==> src/rtl/drum_div_pkg.sv <==
// Shared types and sizing helpers for the DRUM-style approximate divider.
package drum_div_pkg;

  typedef enum logic [1:0] {
    IDLE,
    DIV,
    NORM,
    DONE
  } state_e;

  localparam int K_DEF = 6;
  localparam int KA    = 2 * K_DEF;

  // Dividend window is twice the divisor window.
  function automatic int ka_of(input int k);
    return 2 * k;
  endfunction

  // Shift-amount width; one extra bit so the signed difference p - q fits.
  function automatic int shift_w(input int width);
    return $clog2(width) + 1;
  endfunction

endpackage

==> src/rtl/drum_div_seq_if.sv <==
// Valid/ready operand and result streams of the approximate divider.
interface drum_div_seq_if #(
  parameter int WIDTH = 16
);

  logic             in_valid;
  logic             in_ready;
  logic [WIDTH-1:0] in_a;
  logic [WIDTH-1:0] in_b;
  logic             out_valid;
  logic             out_ready;
  logic [WIDTH-1:0] out_q;
  logic             out_dz;

  modport master (
    output in_valid, in_a, in_b, out_ready,
    input  in_ready, out_valid, out_q, out_dz
  );

  modport slave (
    input  in_valid, in_a, in_b, out_ready,
    output in_ready, out_valid, out_q, out_dz
  );

endinterface

==> src/rtl/drum_div_norm.sv <==
// Leading-one anchored operand window: extracts WIN bits below the leading one,
// forces the window LSB when bits were dropped, and reports the drop count.
module drum_div_norm #(
  parameter int WIDTH = 16,
  parameter int WIN   = 6,
  parameter int SHW   = 5
) (
  input  logic [WIDTH-1:0] x_i,
  output logic [WIN-1:0]   m_o,
  output logic [SHW-1:0]   sh_o
);

  int               lead;
  int               sh;
  logic [WIDTH-1:0] shifted;

  // NOTE: every variable written here gets a value before any branch, so no
  // path leaves one unassigned and no latch is inferred.
  always_comb begin
    lead = 0;
    for (int i = 0; i < WIDTH; i++) begin
      if (x_i[i]) lead = i;
    end

    // Operands that already fit the window (including zero) pass unchanged.
    if (lead < WIN) sh = 0;
    else            sh = lead - WIN + 1;

    shifted = x_i >> sh;
    m_o     = shifted[WIN-1:0];
    if (sh != 0) m_o[0] = 1'b1;
    sh_o    = SHW'(sh);
  end

endmodule

==> src/rtl/drum_div_seq.sv <==
// Sequential DRUM-style approximate unsigned divider behind valid/ready streams.
// Define DRUM_DIV_RADIX4_EN to retire two quotient bits per DIV cycle.
module drum_div_seq
  import drum_div_pkg::*;
#(
  parameter int WIDTH = 16,
  parameter int K     = K_DEF
) (
  input logic           clk,
  input logic           rst_n,
  drum_div_seq_if.slave bus
);

  localparam int KA_W = ka_of(K);
  localparam int SHW  = shift_w(WIDTH);
  localparam int VW   = K + KA_W;
`ifdef DRUM_DIV_RADIX4_EN
  localparam int ITER = KA_W / 2;
`else
  localparam int ITER = KA_W;
`endif
  localparam int             CNT_W    = $clog2(ITER + 1);
  localparam logic [CNT_W-1:0] CNT_LAST = CNT_W'(ITER);

  state_e            state_q, state_d;
  logic [CNT_W-1:0]  cnt_q, cnt_d;
  logic [KA_W-1:0]   quot_q, quot_d;
  logic [K-1:0]      rem_q, rem_d;
  logic [K-1:0]      mb_q, mb_d;
  logic [SHW-1:0]    psh_q, psh_d;
  logic [SHW-1:0]    qsh_q, qsh_d;
  logic              dz_q, dz_d;
  logic [WIDTH-1:0]  res_q, res_d;
  logic              res_dz_q, res_dz_d;

  logic [KA_W-1:0]   ma;
  logic [K-1:0]      mb;
  logic [SHW-1:0]    pa;
  logic [SHW-1:0]    qb;

  drum_div_norm #(.WIDTH(WIDTH), .WIN(KA_W), .SHW(SHW)) u_norm_a (
    .x_i (bus.in_a),
    .m_o (ma),
    .sh_o(pa)
  );

  drum_div_norm #(.WIDTH(WIDTH), .WIN(K), .SHW(SHW)) u_norm_b (
    .x_i (bus.in_b),
    .m_o (mb),
    .sh_o(qb)
  );

  // One restoring step on {remainder, dividend/quotient}: the dividend MSB
  // moves into the remainder and the new quotient bit enters at the LSB.
  function automatic logic [VW-1:0] div_step(input logic [VW-1:0] v,
                                             input logic [K-1:0]  d);
    logic [K:0]   rs;
    logic [K:0]   diff;
    logic [K-1:0] r;
    logic         bit_q;
    rs    = {v[VW-1:KA_W], v[KA_W-1]};
    diff  = rs - {1'b0, d};
    bit_q = (rs >= {1'b0, d});
    r     = bit_q ? diff[K-1:0] : rs[K-1:0];
    return {r, v[KA_W-2:0], bit_q};
  endfunction

  logic signed [SHW-1:0]   s;
  logic signed [SHW-1:0]   neg_s;
  logic [2*WIDTH-1:0]      quot_ext;
  logic [2*WIDTH-1:0]      wide;
  logic [WIDTH-1:0]        norm_val;
  logic [VW-1:0]           step_v;

  always_comb begin
    s        = $signed(psh_q) - $signed(qsh_q);
    neg_s    = -s;
    quot_ext = (2*WIDTH)'(quot_q);
    wide     = s[SHW-1] ? (quot_ext >> $unsigned(neg_s)) : (quot_ext << $unsigned(s));
    // Any bit pushed past the top of the result saturates it.
    norm_val = (|wide[2*WIDTH-1:WIDTH]) ? '1 : wide[WIDTH-1:0];
  end

  always_comb begin
`ifdef DRUM_DIV_RADIX4_EN
    step_v = div_step(div_step({rem_q, quot_q}, mb_q), mb_q);
`else
    step_v = div_step({rem_q, quot_q}, mb_q);
`endif
  end

  always_comb begin
    state_d  = state_q;
    cnt_d    = cnt_q;
    quot_d   = quot_q;
    rem_d    = rem_q;
    mb_d     = mb_q;
    psh_d    = psh_q;
    qsh_d    = qsh_q;
    dz_d     = dz_q;
    res_d    = res_q;
    res_dz_d = res_dz_q;

    unique case (state_q)
      IDLE: begin
        if (bus.in_valid) begin
          quot_d  = ma;
          rem_d   = '0;
          mb_d    = mb;
          psh_d   = pa;
          qsh_d   = qb;
          dz_d    = (bus.in_b == '0);
          cnt_d   = '0;
          state_d = DIV;
        end
      end
      DIV: begin
        // The final DIV cycle only settles the quotient; latency stays fixed.
        if (cnt_q == CNT_LAST) begin
          state_d = NORM;
        end else begin
          {rem_d, quot_d} = step_v;
          cnt_d           = cnt_q + CNT_W'(1);
        end
      end
      NORM: begin
        res_d    = dz_q ? '1 : norm_val;
        res_dz_d = dz_q;
        state_d  = DONE;
      end
      DONE: begin
        if (bus.out_ready) state_d = IDLE;
      end
      default: state_d = IDLE;
    endcase
  end

  // NOTE: state registers update with non-blocking assignments so every
  // register samples the pre-edge values of the others.
  always_ff @(posedge clk or negedge rst_n) begin
    if (!rst_n) begin
      state_q  <= IDLE;
      cnt_q    <= '0;
      quot_q   <= '0;
      rem_q    <= '0;
      mb_q     <= '0;
      psh_q    <= '0;
      qsh_q    <= '0;
      dz_q     <= 1'b0;
      res_q    <= '0;
      res_dz_q <= 1'b0;
    end else begin
      state_q  <= state_d;
      cnt_q    <= cnt_d;
      quot_q   <= quot_d;
      rem_q    <= rem_d;
      mb_q     <= mb_d;
      psh_q    <= psh_d;
      qsh_q    <= qsh_d;
      dz_q     <= dz_d;
      res_q    <= res_d;
      res_dz_q <= res_dz_d;
    end
  end

  assign bus.in_ready  = (state_q == IDLE);
  assign bus.out_valid = (state_q == DONE);
  assign bus.out_q     = res_q;
  assign bus.out_dz    = res_dz_q;

endmodule

==> src/flat_wrapper.sv <==
// flat-port wrapper written by rule: the top's interface ports become plain ports
module drum_div_seq_flat import drum_div_pkg::*;
#(
  parameter int WIDTH = 16,
  parameter int K     = K_DEF
)
  (clk, rst_n, bus_in_valid, bus_in_a, bus_in_b, bus_out_ready, bus_in_ready, bus_out_valid, bus_out_q, bus_out_dz);
  drum_div_seq_if #(.WIDTH(WIDTH)) bus_i ();
  input logic clk;
  input logic rst_n;
  input wire logic [$bits(bus_i.in_valid)-1:0] bus_in_valid;
  input wire logic [$bits(bus_i.in_a)-1:0] bus_in_a;
  input wire logic [$bits(bus_i.in_b)-1:0] bus_in_b;
  input wire logic [$bits(bus_i.out_ready)-1:0] bus_out_ready;
  output wire logic [$bits(bus_i.in_ready)-1:0] bus_in_ready;
  output wire logic [$bits(bus_i.out_valid)-1:0] bus_out_valid;
  output wire logic [$bits(bus_i.out_q)-1:0] bus_out_q;
  output wire logic [$bits(bus_i.out_dz)-1:0] bus_out_dz;
  assign bus_i.in_valid = bus_in_valid;
  assign bus_i.in_a = bus_in_a;
  assign bus_i.in_b = bus_in_b;
  assign bus_i.out_ready = bus_out_ready;
  assign bus_in_ready = bus_i.in_ready;
  assign bus_out_valid = bus_i.out_valid;
  assign bus_out_q = bus_i.out_q;
  assign bus_out_dz = bus_i.out_dz;
  drum_div_seq #(.WIDTH(WIDTH), .K(K)) u_core (.clk(clk), .rst_n(rst_n), .bus(bus_i));
endmodule
==> config.mk <==
export PLATFORM = sky130hd
export DESIGN_NAME = drum_div_seq_flat
export DESIGN_NICKNAME = d
export VERILOG_FILES = /design/src/rtl/drum_div_pkg.sv /design/src/rtl/drum_div_seq_if.sv /design/src/rtl/drum_div_norm.sv /design/src/rtl/drum_div_seq.sv /design/src/flat_wrapper.sv
export SDC_FILE = /design/constraint.sdc
export NUM_CORES = 1
export LEC_CHECK = 0
export BUFFER_PORTS_ARGS = -buffer_cell sky130_fd_sc_hd__buf_2
export CAP_MARGIN = 0
export CORE_MARGIN = 10
export CORE_UTILIZATION = 55
export DETAILED_ROUTE_END_ITERATION = 6
export PLACE_DENSITY = 0.78
export SLEW_MARGIN = 30
export SYNTH_ARGS = -nofsm -noshare
export SYNTH_HDL_FRONTEND = slang
export SYNTH_SLANG_ARGS = --single-unit
==> constraint.sdc <==
create_clock -name clk -period 3.1 [get_ports clk]
set_input_delay 0 -clock clk [delete_from_list [all_inputs] [get_ports clk]]
set_output_delay 0 -clock clk [all_outputs]
set_load 0.01 [all_outputs]
==> qor.log, run 1 <==
qor: final_layout.postLayoutCellArea 6589 µm²
qor: final_layout.nets 835
qor: yosys.synth-main-ff-cell dfrtp_1
qor: timing.final_setup_slack_of_the_worst_path 20.31 ps
qor: global_routing.initial_antenna_violation_count 0
qor: yosys.ys_top_cells_by_area dfrtp_1, mux4_2, nor2_1, o21ai_0, ha_1
qor: routing.detail_route.first_pass.iterations 6
qor: floorplanning.ioPinCount 55
qor: timing.timing.max_slew.rel_slack 0.4910
qor: yosys.netlist.area_leader.share 0.2528
qor: setup_path.critPathLaunchType flop
qor: routing.drt_wl_total 17650 µm
qor: placement.port_buffers 54
qor: global_routing.grt_pass1_vias 5728
qor: yosys.library_cell_with_the_highest_instance_count_after_synthesis nor2_1
qor: timing.final.period_utilization 0.9934
qor: yosys.synth_cell_type_count 72
qor: timing.finalSetupViolations 0
qor: floorplanning.die_area 14920 µm²
qor: clocking.tritoncts.num_buffers 9
qor: clocking.clk_pin_slew 80 ps
qor: clocking.cts_num_sinks 58
qor: final_layout.flow.area_growth_from_synthesis 14.78%
qor: placement.gp_congestion 0.9629
qor: global_routing.track_usage 0.2263
qor: setup_path.critical_path_peak_fanout 9
qor: routing.detail_route.drc_violations 0
qor: placement.placement.cell_area 6254 µm²
qor: floorplanning.initial_cell_density_of_the_core 0.5611
qor: yosys.ys_async_sr_fraction 1.000
qor: floorplanning.core-area 10230 µm²
qor: yosys.synthCells 715
qor: setup_path.worstPathRequired 3310 ps
qor: yosys.post_syn_area 5741 µm²
qor: routing.detailedRoute.firstIterationViolations 562
qor: yosys.mappedNetlistNets 774
qor: floorplanning.rows 37
qor: run_status.status complete, no violations
qor: final_layout.num_antenna_cells 0
qor: yosys.postSynthRegisterBits 58
qor: setup_path.crit_end_element flop
qor: yosys.number_of_enable_type_register_cells_in_the_synthesized_netlist 0
qor: final_layout.post_layout_util 0.6440
qor: routing.drtAntennaViolNets 0
qor: clocking.cts_root_buf clkbuf_8
qor: run.cap_violations 0
qor: clocking.cts_htree_levels 3
qor: placement.dp.final_hpwl 13000 µm
qor: floorplanning.die_h 122.2 µm
qor: setup_path.cp_data_arrival_time 3290 ps
qor: timing.final_max_slew_viol_count 0
qor: routing.routedWlPerCell 19.26 µm
qor: placement.dpl_worst_slack 25.06 ps
qor: timing.transition_time_of_the_tightest_slew_check_pin 763.5 ps
qor: yosys.yosysWarnings 0
qor: timing.fmax_achieved 324.7 MHz
qor: final_layout.drive_above_1_share 0.2026
qor: final_layout.nFillCells 879
qor: global_routing.grt_first_pass_wirelength 27920 µm
qor: routing.routed-via-count 6071
qor: hold_path.worst_hold_path_type input pin to flop
qor: yosys.synthDominantAreaCellType dfrtp_1
qor: global_routing.maximum_number_of_pins_on_one_net_before_global_route_repair 40
qor: timing.hold_viol 0
qor: clocking.later_pin_clock_latency_in_the_skew_report 350 ps
qor: timing.worst_clock_skew 11.08 ps
qor: yosys.synth_top_cells_by_count nor2_1, nand2_1, dfrtp_1
qor: yosys.sequential_element_share_of_the_synthesized_area 0.2528
qor: setup_path.criticalPathCategory flop to flop
qor: global_routing.grt_overflow_total 0
qor: clocking.cts.path.max_buffers 2
qor: clocking.tritoncts done
qor: yosys.synth_area_per_cell 8.029 µm²
qor: floorplanning.die_w 122.2 µm
qor: timing.final_period_minus_worst_setup_slack 3080 ps
qor: routing.avgViaCountPerCell 6.628
critical path: stages (launching register included):
cell and delay [ps]:
dfrtp_1 400, ha_2 210, fa_2 590, buf_4 210, mux2_2 360, mux2i_1 230
o21a_1 190, and2_1 140, nand4_1 100, a31oi_2 250, buf_6 180, a31oi_1 80
metrics by stage:
stage / TNS (ps) / std cells / hold slack [ps]
final: 0 / 916 / 21.22
after global routing: -15.54 / 916 / 40.46
after CTS: 0 / 912 / 6.961
after detailed placement: 0 / 894 / 178.4
after global placement: 0 / 894 / 159.9
after floorplan: 0 / 715 / -295.6
cell type report:
| type | instances | area (µm²) | share of cell area |
|---|---|---|---|
| Clock buffer | 11 | 151.4 | 0.02298 |
| Clock inverter | 4 | 75.07 | 0.01139 |
| Inverter | 34 | 127.6 | 0.01937 |
| Multi-Input combinational cell | 578 | 4005 | 0.6079 |
| Sequential cell | 58 | 1451 | 0.2203 |
| Tap cell | 136 | 170.2 | 0.02583 |
| Timing Repair Buffer | 95 | 608.1 | 0.09229 |
routing by layer:
metal  wire, µm  global-route usage  vias to the layer above
met5          0                   0                        -
li1           -                   -                     2790
met2       8609              0.3752                      333
met1       7240              0.2916                     2906
met3       1423             0.04163                       42
met4        372             0.07364                        0
kinds of logic (layout without fill, tap and decap cells):
family                     count (synthesis)  in the layout  share of synthesized area
adders and majority gates                 23             23                    0.05275
and+or+nand+nor                          256            256                     0.2153
buffers and inverters                     79            144                    0.05623
AOI/OAI and AO/OA                        229            229                     0.2666
xor gates and xnor gates                  13             13                    0.02245
DFF                                       58             58                     0.2528
muxes                                     57             57                     0.1338
flip-flops by register name (all words and copies together) (netlist names):
register and cells:
u_core.bus.out_dz 1, u_core.bus.out_q 16, u_core.cnt_q 4, u_core.dz_q 1, u_core.mb_q 6, u_core.psh_q 5
u_core.qsh_q 5, u_core.quot_q 12, u_core.rem_q 6, u_core.state_q 2
cells in the final DEF (no fill, tap or decap), types with 17 or more instances in the layout:
cell	synthesis	routed
dfrtp_1	58	58
nand2_1	68	68
o21ai_0	53	53
a21oi_1	51	51
buf_2	9	53
mux2i_1	25	24
ha_1	21	19
nand3_1	23	23
buf_4	0	36
inv_1	34	34
nor3_1	20	20
mux2_2	18	17
nor2_1	71	70
path summary, 6_finish.rpt:
check                                start  depth (start not counted)                    to  slack (ps)
hold reg to reg            u_core.rem_q[5]                          2       u_core.rem_q[5]         480
min in group asynchronous            rst_n                          2      u_core.quot_q[6]         160
setup reg to reg           u_core.qsh_q[0]                         11  u_core.bus.out_q[11]          20
setup / recovery           u_core.qsh_q[0]                         11  u_core.bus.out_q[11]          20
max in group asynchronous            rst_n                          3  u_core.bus.out_q[12]        2360
hold / removal                 bus_in_b[1]                          4           u_core.dz_q          20
timing repair:
action                                  in CTS  in global routing
setup buffers                                0                  3
hold buffers                                 3                  0
endpoints found under the setup margin       1                 16
hold endpoints to repair                    40                  0
pin swaps                                    0                  4
gates cloned                                 0                  1
resized for setup                            1                 13
Power of run 1 is left out: the tool's default activity adds up to more than one toggle a clock period on the data nets, which glitch-free logic cannot reach.
==> inputs of run 2 (changes only) <==
ABC_AREA = 1   (was unset)
CORE_UTILIZATION = 50   (was 55)
PLACE_DENSITY = 0.69   (was 0.78)
clock period = 3.2 ns   (was 3.1 ns; I/O delays follow)
==> qor.log, run 2 <==
qor: final_layout.nets 1066 [+28%]
qor: clocking.tritoncts done
qor: floorplanning.core-area 11420 µm² [+12%]
qor: timing.worst_clock_skew 8.831 ps [-2.251 ps]
qor: timing.hold_viol 0 [unchanged]
qor: clocking.cts_htree_levels 3 [unchanged]
qor: clocking.cts_root_buf clkbuf_16
qor: clocking.clk_pin_slew 60 ps [-20 ps]
qor: yosys.ys_top_cells_by_area dfrtp_1, nand2_1, nand3_1, inv_1, nor2_1
qor: final_layout.drive_above_1_share 0.1245 [-0.07806]
qor: yosys.synth-main-ff-cell dfrtp_1
qor: clocking.tritoncts.num_buffers 9 [unchanged]
qor: setup_path.worstPathRequired 3470 ps [+160 ps]
qor: floorplanning.die_w 127.9 µm [+4.7%]
qor: yosys.postSynthRegisterBits 58 [unchanged]
qor: yosys.synth.mux.area_fraction 0.005162 [-0.1287]
qor: yosys.simple_logic_cell_fraction_of_the_synthesized_area 0.3786 [+0.1632]
qor: routing.avgViaCountPerCell 5.341 [-19%]
qor: routing.detail_route.drc_violations 0 [unchanged]
qor: clocking.later_pin_clock_latency_in_the_skew_report 330 ps [-20 ps]
qor: run.cap_violations 0 [unchanged]
qor: yosys.synth_cell_type_count 49 [-32%]
qor: routing.routedWlPerCell 13.39 µm [-31%]
qor: floorplanning.ioPinCount 55 [unchanged]
qor: timing.final_max_slew_viol_count 0 [unchanged]
qor: global_routing.initial_antenna_violation_count 0 [unchanged]
qor: placement.port_buffers 54 [unchanged]
qor: final_layout.num_antenna_cells 0 [unchanged]
qor: final_layout.postLayoutCellArea 6571 µm² [-0.27%]
qor: yosys.ys_async_sr_fraction 1.000 [unchanged]
qor: setup_path.criticalPathCategory flop to flop
qor: setup_path.cp_data_arrival_time 3130 ps [-160 ps]
qor: yosys.main_combinational_cell_family_by_area_after_synthesis simple AND/OR/NAND/NOR gates
qor: global_routing.grt_overflow_total 0 [unchanged]
qor: yosys.sequential_element_share_of_the_synthesized_area 0.2495 [-0.003317]
qor: setup_path.critPathLaunchType flop
qor: yosys.synth_compound_gate_area_share 0.1719 [-0.09470]
qor: yosys.library_cell_with_the_highest_instance_count_after_synthesis nand2_1
qor: final_layout.layout_commonest_cell nand2_1
qor: yosys.yosysWarnings 0 [unchanged]
qor: run_status.status complete, no violations
qor: routing.detailedRoute.firstIterationViolations 468 [-17%]
qor: yosys.synth_top_cells_by_count nand2_1, inv_1, nand3_1
qor: floorplanning.die_h 127.9 µm [+4.7%]
qor: global_routing.grt_first_pass_wirelength 26650 µm [-4.6%]
qor: routing.detail_route.first_pass.iterations 5 [-1]
qor: setup_path.critical_path_peak_fanout 12 [+3]
qor: timing.fmax_achieved 349.3 MHz [+7.6%]
qor: routing.routed-via-count 6169 [+1.6%]
qor: yosys.synth_area_per_cell 6.053 µm² [-25%]
qor: floorplanning.rows 39 [+5.4%]
qor: timing.finalSetupViolations 0 [unchanged]
qor: floorplanning.initial_cell_density_of_the_core 0.5094 [-0.05166]
qor: placement.dpl_worst_slack 266.7 ps [+241.6 ps]
qor: yosys.synthDominantAreaCellType dfrtp_1
qor: timing.setup_repair_after_global_routing_missed_its_margin false
qor: yosys.mappedNetlistNets 1020 [+32%]
qor: yosys.number_of_enable_type_register_cells_in_the_synthesized_netlist 0 [unchanged]
qor: global_routing.grt_pass1_vias 5765 [+0.65%]
qor: yosys.adder_and_majority_gate_portion_of_the_synthesized_area 0.05205 [-0.0006921]
qor: placement.gp_congestion 0.9545 [-0.87%]
qor: final_layout.final_cell_mix nand2_1, inv_1, nand3_1
qor: timing.final_setup_slack_of_the_worst_path 337.3 ps [+317.0 ps]
qor: final_layout.flow.area_growth_from_synthesis 12.97%
qor: placement.placement.cell_area 6212 µm² [-0.66%]
qor: yosys.post_syn_area 5817 µm² [+1.3%]
qor: clocking.cts.path.max_buffers 2 [unchanged]
qor: clocking.cts_num_sinks 58 [unchanged]
qor: routing.drt_wl_total 15460 µm [-12%]
qor: timing.timing.max_slew.rel_slack 0.4535 [-0.03745]
qor: setup_path.crit_end_element flop
qor: yosys.synthCells 961 [+34%]
qor: yosys.netlist.area_leader.share 0.2495 [-0.003317]
qor: timing.final.period_utilization 0.8946 [-0.09884]
qor: global_routing.track_usage 0.1900 [-0.03635]
qor: yosys.yosys.area_share.xor_xnor 0.02000 [-0.002446]
qor: global_routing.maximum_number_of_pins_on_one_net_before_global_route_repair 37 [-7.5%]
qor: timing.final_layout_setup_total_negative_slack 0 ps [unchanged]
qor: hold_path.worst_hold_path_type input pin to flop
qor: routing.drtAntennaViolNets 0 [unchanged]
qor: floorplanning.die_area 16350 µm² [+9.5%]
qor: placement.dp.final_hpwl 12180 µm [-6.3%]
qor: final_layout.largest_register_ff_count 16 [unchanged]
qor: timing.final_period_minus_worst_setup_slack 2863 ps [-217.0 ps]
qor: timing.transition_time_of_the_tightest_slew_check_pin 819.7 ps [+56.18 ps]
[run 2: changes by cell type in the layout (fill, tap and decap cells not counted), moves of 18 or more]
cell,previous run,this run
inv_1,34,125
mux2i_1,24,3
buf_4,36,18
nand2_1,68,258
o21ai_1,5,24
nand3_1,23,109
[run 2: worst paths after layout]
path,start,to,slack [ps],cells past startpoint
setup reg to reg,u_core.qsh_q[0],u_core.bus.out_q[7],340,9
min in group asynchronous,rst_n,u_core.state_q[0],300,2
hold reg to reg,u_core.mb_q[3],u_core.mb_q[3],480,2
setup / recovery,u_core.qsh_q[0],u_core.bus.out_q[7],340,9
max in group asynchronous,rst_n,u_core.bus.out_q[5],2110,3
hold / removal,bus_in_a[0],u_core.quot_q[0],6,3
[run 2: cell families (layout without fill, tap and decap cells)]
kind of cell,count (synthesis),count (layout)
simple gates,509,509
flops,58,58
buf+inv,180,231
xor+xnor,9,9
mux,3,3
fa+ha+maj,23,23
compound gates,179,179
[run 2: stage by stage]
step / hold slack (ps) / instances / util
after floorplan: -295.6 / 961 / -
after global placement: 139.5 / 1136 / 0.5441
after detailed placement: 138.9 / 1136 / 0.5441
after CTS: 3.096 / 1153 / 0.5729
after global routing: 14.98 / 1155 / 0.5755
final: 5.950 / 1155 / 0.5755
[run 2: final cells by class]
cell class / instances / area [µm²]
fill: 1181 / 4847
multi-input combinational: 723 / 3654
sequential: 58 / 1451
inverter: 141 / 533.0
timing repair buffer: 74 / 435.4
clock buffer: 10 / 239.0
tap: 143 / 178.9
clock inverter: 6 / 80.08
[run 2: repair_timing]
action	4_1_cts	5_1_grt
hold endpoints to repair	35	0
resized for setup	0	1
setup buffers	0	2
endpoints found under the setup margin	0	3
hold buffers	1	0
[run 2: critical path, stage by stage (launching register included)]
cell	delay, ps
dfrtp_1	380
ha_1	230
fa_2	510
ha_1	540
inv_1	230
o21ai_0	340
nor2_1	100
o32ai_1	300
o22ai_1	100
inv_1	60
[run 2: metal layers]
layer,GRT usage,vias up,part of all wire
met5,0,-,0
met4,0.06755,0,0.017
met3,0.02978,24,0.050
met2,0.2977,183,0.45
met1,0.2585,2708,0.49
li1,-,3254,-
Power of run 2 is left out for the same reason.
